<file path="src/rtl/ps2_host_tx.sv">
// Host-to-device PS/2 transmitter: sends one command byte to the keyboard over
// the open-drain PS2C/PS2D pair and reports ok / timeout / no-ACK on completion.
module ps2_host_tx #(
  parameter int INHIBIT_CYCLES = 12000,
  parameter int TIMEOUT_CYCLES = 1500000,
  parameter int FILTER_LEN     = 8
) (
  input  logic       CLK,
  input  logic       RST,
  input  logic       wr_en,
  input  logic [7:0] wr_data,
  input  logic       PS2C,
  input  logic       PS2D,
  output logic       ps2c_low,
  output logic       ps2d_low,
  output logic       busy,
  output logic       rx_inhibit,
  output logic       tx_done,
  output logic [1:0] err_code
);

  localparam int CNT_MAX = (INHIBIT_CYCLES > TIMEOUT_CYCLES) ? INHIBIT_CYCLES : TIMEOUT_CYCLES;
  localparam int CW      = $clog2(CNT_MAX + 1);
  localparam int FW      = $clog2(FILTER_LEN + 1);

  localparam logic [CW-1:0] INH_LAST = CW'(INHIBIT_CYCLES - 1);
  localparam logic [CW-1:0] TO_LAST  = CW'(TIMEOUT_CYCLES - 1);
  localparam logic [FW-1:0] FLT_LAST = FW'(FILTER_LEN - 1);

  typedef enum logic [2:0] {
    S_IDLE,
    S_INHIBIT,
    S_REQ,
    S_SEND,
    S_ACK,
    S_WAIT_IDLE
  } state_t;

  // Bit 0 carries PS2C, bit 1 carries PS2D through the conditioning path.
  logic [1:0]    w_lines;
  logic [1:0]    r_meta;
  logic [1:0]    r_sync;
  logic [1:0]    r_filt;
  logic [FW-1:0] r_fcnt [2];
  logic          r_fall;

  assign w_lines = {PS2D, PS2C};

  // Idle bus level is high, so the conditioning chain resets to 1 to avoid a
  // phantom falling edge right after reset.
  always_ff @(posedge CLK or negedge RST) begin
    if (!RST) begin
      r_meta <= 2'b11;
      r_sync <= 2'b11;
      r_filt <= 2'b11;
      r_fall <= 1'b0;
      // NOTE: this small counter array is reset like any other register because it is logic, not a RAM; real memories would be left unreset.
      for (int i = 0; i < 2; i++) r_fcnt[i] <= '0;
    end else begin
      // NOTE: sequential state uses non-blocking assignments so every register samples pre-edge values regardless of statement order.
      r_meta <= w_lines;
      r_sync <= r_meta;
      r_fall <= 1'b0;
      for (int i = 0; i < 2; i++) begin
        if (r_sync[i] == r_filt[i]) begin
          r_fcnt[i] <= '0;
        end else if (r_fcnt[i] == FLT_LAST) begin
          r_fcnt[i] <= '0;
          r_filt[i] <= r_sync[i];
          if (i == 0 && !r_sync[i]) r_fall <= 1'b1;
        end else begin
          r_fcnt[i] <= r_fcnt[i] + 1'b1;
        end
      end
    end
  end

  state_t        r_state;
  logic [CW-1:0] r_cnt;
  logic [3:0]    r_bit_cnt;
  logic [9:0]    r_frame;
  logic          r_ps2c_low;
  logic          r_ps2d_low;
  logic          r_busy;
  logic          r_tx_done;
  logic [1:0]    r_err;

  always_ff @(posedge CLK or negedge RST) begin
    if (!RST) begin
      r_state    <= S_IDLE;
      r_cnt      <= '0;
      r_bit_cnt  <= '0;
      r_frame    <= '0;
      r_ps2c_low <= 1'b0;
      r_ps2d_low <= 1'b0;
      r_busy     <= 1'b0;
      r_tx_done  <= 1'b0;
      r_err      <= 2'b00;
    end else begin
      r_tx_done <= 1'b0;
      case (r_state)
        S_IDLE: begin
          r_ps2c_low <= 1'b0;
          r_ps2d_low <= 1'b0;
          // busy still set here means this is the tx_done cycle; requests are dropped.
          if (r_busy) begin
            r_busy <= 1'b0;
          end else if (wr_en) begin
            r_frame    <= {1'b1, ~^wr_data, wr_data};
            r_err      <= 2'b00;
            r_busy     <= 1'b1;
            r_ps2c_low <= 1'b1;
            r_cnt      <= '0;
            r_state    <= S_INHIBIT;
          end
        end
        S_INHIBIT: begin
          if (r_cnt == INH_LAST) begin
            r_cnt      <= '0;
            r_ps2d_low <= 1'b1;
            r_state    <= S_REQ;
          end else begin
            r_cnt <= r_cnt + 1'b1;
          end
        end
        S_REQ: begin
          r_ps2c_low <= 1'b0;
          r_cnt      <= '0;
          r_bit_cnt  <= '0;
          r_state    <= S_SEND;
        end
        S_SEND, S_ACK: begin
          if (r_cnt == TO_LAST) begin
            r_ps2c_low <= 1'b0;
            r_ps2d_low <= 1'b0;
            r_err      <= 2'b01;
            r_tx_done  <= 1'b1;
            r_state    <= S_IDLE;
          end else begin
            r_cnt <= r_cnt + 1'b1;
            if (r_fall) begin
              if (r_state == S_SEND) begin
                r_ps2d_low <= ~r_frame[r_bit_cnt];
                r_bit_cnt  <= r_bit_cnt + 1'b1;
                if (r_bit_cnt == 4'd9) r_state <= S_ACK;
              end else begin
                r_err   <= r_filt[1] ? 2'b10 : 2'b00;
                r_state <= S_WAIT_IDLE;
              end
            end
          end
        end
        S_WAIT_IDLE: begin
          if (r_filt == 2'b11) begin
            r_tx_done <= 1'b1;
            r_state   <= S_IDLE;
          end
        end
        default: r_state <= S_IDLE;
      endcase
    end
  end

  assign ps2c_low   = r_ps2c_low;
  assign ps2d_low   = r_ps2d_low;
  assign busy       = r_busy;
  assign rx_inhibit = r_busy;
  assign tx_done    = r_tx_done;
  assign err_code   = r_err;

endmodule

</file>
<file path="config.mk">
export PLATFORM = sky130hd
export DESIGN_NAME = ps2_host_tx
export DESIGN_NICKNAME = d
export VERILOG_FILES = /design/src/rtl/ps2_host_tx.sv
export SDC_FILE = /design/constraint.sdc
export NUM_CORES = 1
export LEC_CHECK = 0
export ABC_AREA = 1
export CAP_MARGIN = 20
export CELL_PAD_IN_SITES_DETAIL_PLACEMENT = 1
export CELL_PAD_IN_SITES_GLOBAL_PLACEMENT = 1
export CORE_AREA = 2 2 104 106
export DETAILED_ROUTE_END_ITERATION = 10
export DIE_AREA = 0 0 106 108
export GPL_ROUTABILITY_DRIVEN = 0
export PLACE_DENSITY = 0.73
export REMOVE_ABC_BUFFERS = 1
export SLEW_MARGIN = 20
export SYNTH_ARGS = -nofsm -noshare
export SYNTH_HDL_FRONTEND = slang
export SYNTH_SLANG_ARGS = --single-unit
</file>
<file path="constraint.sdc">
create_clock -name CLK -period 2.2 [get_ports CLK]
set_clock_uncertainty 0.2 [all_clocks]
set_input_delay 0.55 -clock CLK [delete_from_list [all_inputs] [get_ports CLK]]
set_output_delay 0.55 -clock CLK [all_outputs]
set_load 0.02 [all_outputs]
</file>
==> impl_metrics.ini, run 1 <==
[status]
outcome = complete, but fails checks
violations = hold timing

[critical_path]
worstPathRequired_ns = 1.45
startpoint_type = flip-flop
crit_slowest_cell = clkdlybuf4s50_1
crit_chain = clkdlybuf4s50_1
crit_family = buffers and inverters
crit_buf_inv = 1
worstSetupPathType = flip-flop to output port
worstPathArrival_ns = 1.34
worstPathMaxFanout = 2
endpoint_kind = output port
max_stage_delay_ns = 0.61

[sta]
fin_crit_sh = 0.949
fin_tns_setup_ns = 0
final_hold_viol_count = 10
min_period_ns = 2.09
fmax_mhz = 479
finalSetupViolations = 0
slew_headroom = 0.743
hold_ws_ns = -0.0270
rsz0062_at_grt = no
worstMarginPinSlew_ns = 0.383
slew_viol_final = 0

[power]
ir_worst_vdd_mv = 0.718
powerDensity_nw_per_um2 = 1030
power_leakage_uw = 0.00188

[floorplan]
dieArea_um2 = 11400
io-pin-count = 20
die_h_um = 108
core.rowCount = 37
start_util = 0.346
coreArea_um2 = 10200
dieWidth_um = 106

[yosys]
synth_top_area_share = 0.375
syn_avg_cell_area_um2 = 7.48
synthTopCellsByArea = dfrtp_1 37%, nand2_1 15%, nand3_1 5.9%
ys_ff_latch = 59
syn_inst = 473
yosys.area.top_type = dfrtp_1
yosysWarnings = 0
synth_cell_type_count = 36
syn_area_um2 = 3540
synth.yosys.seq_area_share = 0.419

[cts]
cts_tree = done
cts.root.buffer_cell = clkbuf_8
cts_sinks = 59
cts_buffers = 9
ctsHoldBuffers = 0
h-tree-depth = 3
clk_path_buf_depth = 2
postCtsSetupBuffers = 0
clkLatencyLatePin_ns = 0.35
cts.clk_slew.worst_paths_ns = 0.08

[global_route]
grt_pass1_vias = 3382
antenna_found_initial = 0
overflow = 0
grt_pass1_wl_um = 16200
grt_usage = 0.180
grt_max_degree = 60

[detailed_routing]
drt-initial-drc-count = 70
postRouteWirelength_um = 9440
wl_per_cell_um = 14.7
viasPerCell = 5.00
via_count = 3210
dr.pass1.iters = 4
drcViolationCount = 0
ant_nets = 0

[placed_design]
dp_hpwl_um = 6930
port_buffers = 19

[layout]
antennaDiodeCount = 0
utilization = 0.404
multi_input_area_um2 = 1790
regArea_um2 = 1480
drive_gt1_frac = 0.117
nets = 519
fill_cells = 1273
area_growth_pct = 16.7

[flow_run]
maxCapViolCount = 0

[worst_hold_path]
min_path_type = input port to async pin
[flip-flops by register name, summed over array words and instances (netlist names), 3 cells and up]
name	flops
r_bit_cnt	4
r_cnt	21
r_fcnt	8
r_frame	10
r_state	3
[logic make-up after synthesis]
kind of cell,synth area share
adders and majority gates,0.0177
DFF,0.419
buffers and inverters,0.0764
and+or+nand+nor,0.344
AOI/OAI and AO/OA,0.0926
xor gates and xnor gates,0.0495
[worst paths after layout]
kind / from / to / slack, ns / cells past startpoint
max: err_code[0] / err_code[0] / 0.11 / 1
min: RST / r_cnt[6] / -0.03 / 2
max reg2reg: r_state[2] / r_cnt[0] / 0.23 / 10
min reg2reg: r_meta[1] / r_sync[1] / 0.16 / 0
max in group asynchronous: RST / r_sync[1] / 1.48 / 2
min in group CLK: r_meta[1] / r_sync[1] / 0.16 / 0
[synth_stat cells]
cell / instances
inv_1: 47
nor2_4: 2
o21bai_1: 2
nand4_1: 13
dfrtp_1: 53
xor2_1: 11
dfstp_2: 6
a211oi_1: 2
inv_2: 5
buf_2: 3
a31oi_1: 1
nand3b_1: 2
xnor2_1: 9
buf_4: 6
nor3_1: 5
o31ai_1: 1
nand2_2: 4
nor3b_2: 1
ha_1: 5
buf_6: 1
o21ai_1: 10
nor2_2: 7
o21ai_0: 19
nand4_4: 1
a21oi_1: 8
nor3b_1: 1
nand3_1: 42
o211ai_1: 10
clkbuf_1: 1
o21ai_2: 1
nand3_2: 3
a21o_1: 2
nand2_1: 138
nor3_4: 1
or2_2: 1
nor2_1: 49
[layout make-up]
cell class / count / area share
clock inverters: 7 / 0.0185
clock buffers: 9 / 0.0300
multi-input cells: 351 / 0.433
inverters: 52 / 0.0473
well taps: 136 / 0.0412
flip-flops and latches: 59 / 0.359
repair buffers: 28 / 0.0703
[what timing repair did]
| item | 4_1_cts | 5_1_grt |
|---|---|---|
| endpoints found under the hold margin | 0 | 0 |
| gates resized for setup | 0 | 1 |
| endpoints found under the setup margin | 0 | 1 |
[metrics by stage]
stage	std cells	cell area, µm²	setup slack, ns	hold slack [ns]	power (µW)
3_5_place_dp	626	3920	0.0161	0.147	3250
3_3_place_gp	626	3920	0.0941	0.145	3180
2_1_floorplan	462	3460	0.0705	0.0544	2550
6_report	642	4130	0.112	-0.0270	4250
5_1_grt	642	4130	0.0141	0.0156	4590
4_1_cts	642	4120	0.0863	0.00616	4320
[layer usage]
metal	vias up	track usage	routed length, µm
met3	18	0.0350	290
met4	0	0.0648	173
met2	48	0.317	4730
met1	1550	0.220	4250
met5	-	0	0
li1	1594	-	-
[power breakdown]
part	internal [µW]	switching [µW]	total (µW)
clock network	528	494	1020
registers	1320	203	1530
logic	613	1090	1700
total	2460	1790	4250
[placed cells by master, fill, tap and decap left out, types with 10 or more instances in the layout]
cell,Yosys,layout
o21ai_0,19,19
o211ai_1,10,10
nand4_1,13,13
nor2_1,49,49
inv_1,47,47
xor2_1,11,11
o21ai_1,10,10
nand3_1,42,41
dfrtp_1,53,53
clkdlybuf4s50_1,0,18
nand2_1,138,138
No activity file was read; power rests on OpenSTA's default activity.
==> inputs of run 2 (changes only) <==
ABC_CLOCK_PERIOD_IN_PS = 2200   (was unset)
HOLD_SLACK_MARGIN = 0.08   (was unset)
==> impl_metrics.ini, run 2 (synthesized netlist as in run 1, its figures left out) <==
[status]
outcome = finished clean

[cts]
cts_sinks = 59
cts.root.buffer_cell = clkbuf_8
clk_path_buf_depth = 2
cts.clk_slew.worst_paths_ns = 0.08
cts_buffers = 9
postCtsSetupBuffers = 0
clkLatencyLatePin_ns = 0.35
cts_tree = done
h-tree-depth = 3

[critical_path]
crit_slowest_cell = clkdlybuf4s50_1
startpoint = err_code[0]
cp.depth = 1
crit_family = buffers and inverters
r2r-end = r_cnt[17]
worstPathArrival_ns = 1.34
worstPathMaxFanout = 2
startpoint_type = flip-flop
rr_startpoint = r_cnt[1]
crit_buf_inv = 1
endpoint_kind = output port
worstPathRequired_ns = 1.45
crit_chain = clkdlybuf4s50_1
ff2ff_setup_slack_ns = 0.22
reg2reg_depth = 8
max_stage_delay_ns = 0.61
worstSetupPathType = flip-flop to output port
crit_path_end = err_code[0]

[sta]
fin_crit_sh = 0.949
fin_tns_setup_ns = 0
min_period_ns = 2.09
hold_ws_ns = 0.158
rsz0062_at_grt = no
slew_viol_final = 0
worstMarginPinSlew_ns = 0.384
finalSetupViolations = 0
fmax_mhz = 479
final_hold_viol_count = 0
slew_headroom = 0.742

[power]
powerDensity_nw_per_um2 = 1030
power_switching_uw = 1780
sw_frac_of_total = 0.420
p_int_uw = 2470
combPwrFrac = 0.400
seqPwrFrac = 0.359
ir_worst_vdd_mv = 0.718
power_leakage_uw = 0.00189
p_clk_frac = 0.240

[layout]
final_common_cell = nand2_1
antennaDiodeCount = 0
final_cell_mix = 138 x nand2_1, 53 x dfrtp_1, 49 x nor2_1, 47 x inv_1, 41 x nand3_1
fill_cells = 1272
largest_register_ffs = 21
drive_gt1_frac = 0.116
nets = 520
largest_register = r_cnt
top_regs = r_cnt: 21 flops, r_frame: 10 flops, r_fcnt: 8 flops
area_growth_pct = 17.0

[floorplan]
coreArea_um2 = 10200
dieWidth_um = 106
core.rowCount = 37
start_util = 0.346
dieArea_um2 = 11400
die_h_um = 108
io-pin-count = 20

[detailed_routing]
drt-initial-drc-count = 73
wl_per_cell_um = 14.7
postRouteWirelength_um = 9430
drcViolationCount = 0
viasPerCell = 5.00
dr.pass1.iters = 4
ant_nets = 0
via_count = 3214

[placed_design]
dp_hpwl_um = 6930
port_buffers = 19

[flow_run]
maxCapViolCount = 0

[global_route]
grt_max_degree = 60
grt_pass1_vias = 3382
antenna_found_initial = 0
grt_usage = 0.180
grt_pass1_wl_um = 16200
overflow = 0

[worst_hold_path]
min-delay-start = r_meta[1]
min_path_type = flip-flop to flip-flop
==> run 2: cell type report <==
| cell class | count | area (µm²) | area share |
|---|---|---|---|
| Tap cell | 136 | 170 | 0.0411 |
| Sequential cell | 59 | 1480 | 0.359 |
| Timing Repair Buffer | 29 | 300 | 0.0726 |
| Inverter | 52 | 195 | 0.0472 |
| Clock buffer | 9 | 124 | 0.0299 |
| Clock inverter | 7 | 76.3 | 0.0184 |
| Multi-Input combinational cell | 351 | 1790 | 0.432 |
==> run 2: what timing repair did <==
action,4_1_cts,5_1_grt
endpoints found under the hold margin,53,0
hold buffers,1,0
gates resized for setup,0,1
setup endpoints to repair,0,1
==> run 2: how the worst min path moves through the flow <==
stage / to / depth (start not counted)
floorplan: busy / 0
detailed placement: r_sync[0] / 0
global placement: r_sync[0] / 0
finish: r_sync[1] / 0
global route: r_sync[1] / 0
CTS: r_sync[0] / 0
==> run 2: power groups by stage <==
| stage | logic [µW] | registers, µW | clock network [µW] |
|---|---|---|---|
| 3_5_place_dp | 1710 | 1550 | 0 |
| 5_1_grt | 1930 | 1560 | 1090 |
| 2_1_floorplan | 1000 | 1550 | 0 |
| 3_3_place_gp | 1650 | 1540 | 0 |
| 6_report | 1700 | 1530 | 1020 |
| 4_1_cts | 1730 | 1530 | 1050 |
==> run 2: per-stage QoR <==
step | setup slack [ns] | instances | util | area, µm² | power (µW)
floorplan | 0.0705 | 462 | - | 3460 | 2550
global placement | 0.0941 | 626 | 0.384 | 3920 | 3180
detailed placement | 0.0161 | 626 | 0.384 | 3920 | 3250
CTS | 0.0863 | 643 | 0.404 | 4130 | 4320
global route | 0.0141 | 643 | 0.405 | 4140 | 4590
finish | 0.112 | 643 | 0.405 | 4140 | 4250
==> run 2: routing by layer <==
layer | vias up | GRT usage | share of wire
met5 | - | 0 | 0
met4 | 0 | 0.0648 | 0.017
met3 | 16 | 0.0344 | 0.025
met2 | 45 | 0.317 | 0.50
met1 | 1557 | 0.220 | 0.45
li1 | 1596 | - | -
==> inputs of run 3 (changes only) <==
ABC_CLOCK_PERIOD_IN_PS = 2560   (was 2200)
clock period = 2.56 ns   (was 2.2 ns; I/O delays follow)
==> impl_metrics.ini, run 3 (synthesized netlist as in run 1, its figures left out) <==
[global_route]
grt_usage = 0.178
grt_pass1_wl_um = 16000
antenna_found_initial = 0
overflow = 0
grt_max_degree = 28
grt_pass1_vias = 3301

[placed_design]
place_inst = 624
port_buffers = 19
dp_hpwl_um = 7120

[layout]
largest_register_ffs = 21
fill_cells = 1276
nets = 517
area_growth_pct = 16.5
antennaDiodeCount = 0
layout.cells.non_filler = 640
largest_register = r_cnt
top_regs = r_cnt: 21 flops, r_frame: 10 flops, r_fcnt: 8 flops
drive_gt1_frac = 0.111
final_cell_mix = 138 x nand2_1, 53 x dfrtp_1, 49 x nor2_1, 47 x inv_1, 42 x nand3_1
final_common_cell = nand2_1

[floorplan]
core.rowCount = 37
dieWidth_um = 106
coreArea_um2 = 10200
die_h_um = 108
dieArea_um2 = 11400
io-pin-count = 20
start_util = 0.346

[sta]
fin_crit_sh = 0.850
fin_tns_setup_ns = 0
slew_headroom = 0.589
fmax_mhz = 459
worstMarginPinSlew_ns = 0.617
slew_viol_final = 0
final_hold_viol_count = 0
min_period_ns = 2.18
finalSetupViolations = 0
rsz0062_at_grt = no

[cts]
h-tree-depth = 3
cts_resized = 0
cts.root.buffer_cell = clkbuf_8
cts.clk_slew.worst_paths_ns = 0.07
cts_tree = done
clk_path_buf_depth = 2
cts_sinks = 59
cts_buffers = 9
postCtsSetupBuffers = 0
clkLatencyLatePin_ns = 0.35
ctsHoldBuffers = 0

[detailed_routing]
via_count = 3237
drcViolationCount = 0
dr.pass1.iters = 4
viasPerCell = 5.06
drt-initial-drc-count = 69
ant_nets = 0
wl_per_cell_um = 14.6
postRouteWirelength_um = 9350

[critical_path]
crit_slowest_cell = clkdlybuf4s50_1
worstPathArrival_ns = 1.34
crit_buf_inv = 1
max_stage_delay_ns = 0.62
startpoint = busy
startpoint_type = flip-flop
crit_family = buffers and inverters
worstSetupPathType = flip-flop to output port
rr_startpoint = r_cnt[0]
endpoint_kind = output port
worstPathMaxFanout = 3
crit_chain = clkdlybuf4s50_1
worstPathRequired_ns = 1.72

[power]
p_clk_frac = 0.282
powerDensity_nw_per_um2 = 898
sw_frac_of_total = 0.397
power_switching_uw = 1470
combPwrFrac = 0.362
ir_worst_vdd_mv = 0.468
seqPwrFrac = 0.356
p_int_uw = 2230
power_leakage_uw = 0.00189
total_power_uw = 3700

[flow_run]
maxCapViolCount = 0

[status]
outcome = finished clean

[worst_hold_path]
min_path_type = input port to async pin
run 3: worst reg2reg max path, cell delays in order, from the launching register on:
cell and delay (ns):
dfrtp_1 0.41, ha_1 0.20, nand3_2 0.19, nor2_4 0.22, nand4_4 0.17, nand2_2 0.30
inv_2 0.18, nand2_1 0.12, nand2_1 0.07
run 3: power by group through the flow:
stage / registers, µW / logic [µW] / clock network, µW
2_1_floorplan: 1330 / 862 / 0
3_3_place_gp: 1320 / 1310 / 0
3_5_place_dp: 1340 / 1360 / 0
4_1_cts: 1320 / 1370 / 1070
5_1_grt: 1350 / 1540 / 1100
6_report: 1320 / 1340 / 1040
run 3: metrics by stage:
stage	setup slack (ns)	utilization	hold WS, ns	instance area [µm²]
after floorplan	0.431	-	0.144	3460
after global placement	0.216	0.380	0.146	3880
after detailed placement	0.142	0.380	0.149	3880
after CTS	0.358	0.403	0.120	4120
after global routing	0.228	0.403	0.139	4120
final	0.383	0.403	0.109	4120
run 3: layout make-up:
type | count | area [µm²] | area share
inverter | 52 | 195 | 0.0473
tap | 136 | 170 | 0.0413
sequential | 59 | 1480 | 0.360
multi-input combinational | 351 | 1780 | 0.433
timing repair buffer | 26 | 250 | 0.0607
clock buffer | 9 | 124 | 0.0300
clock inverter | 7 | 116 | 0.0282
run 3: worst paths after layout:
check / end / slack, ns / cells after the start
max: busy / 0.38 / 1
min: r_bit_cnt[0] / 0.11 / 1
max reg2reg: r_cnt[13] / 0.40 / 8
min reg2reg: r_sync[0] / 0.16 / 0
max in group asynchronous: r_meta[1] / 1.41 / 2
min in group CLK: r_sync[0] / 0.16 / 0
run 3: per-layer routing:
metal	wire [µm]	up-vias	GRT usage
li1	-	1583	-
met1	4460	1591	0.225
met2	4510	44	0.307
met3	232	19	0.0325
met4	147	0	0.0602
met5	0	-	0
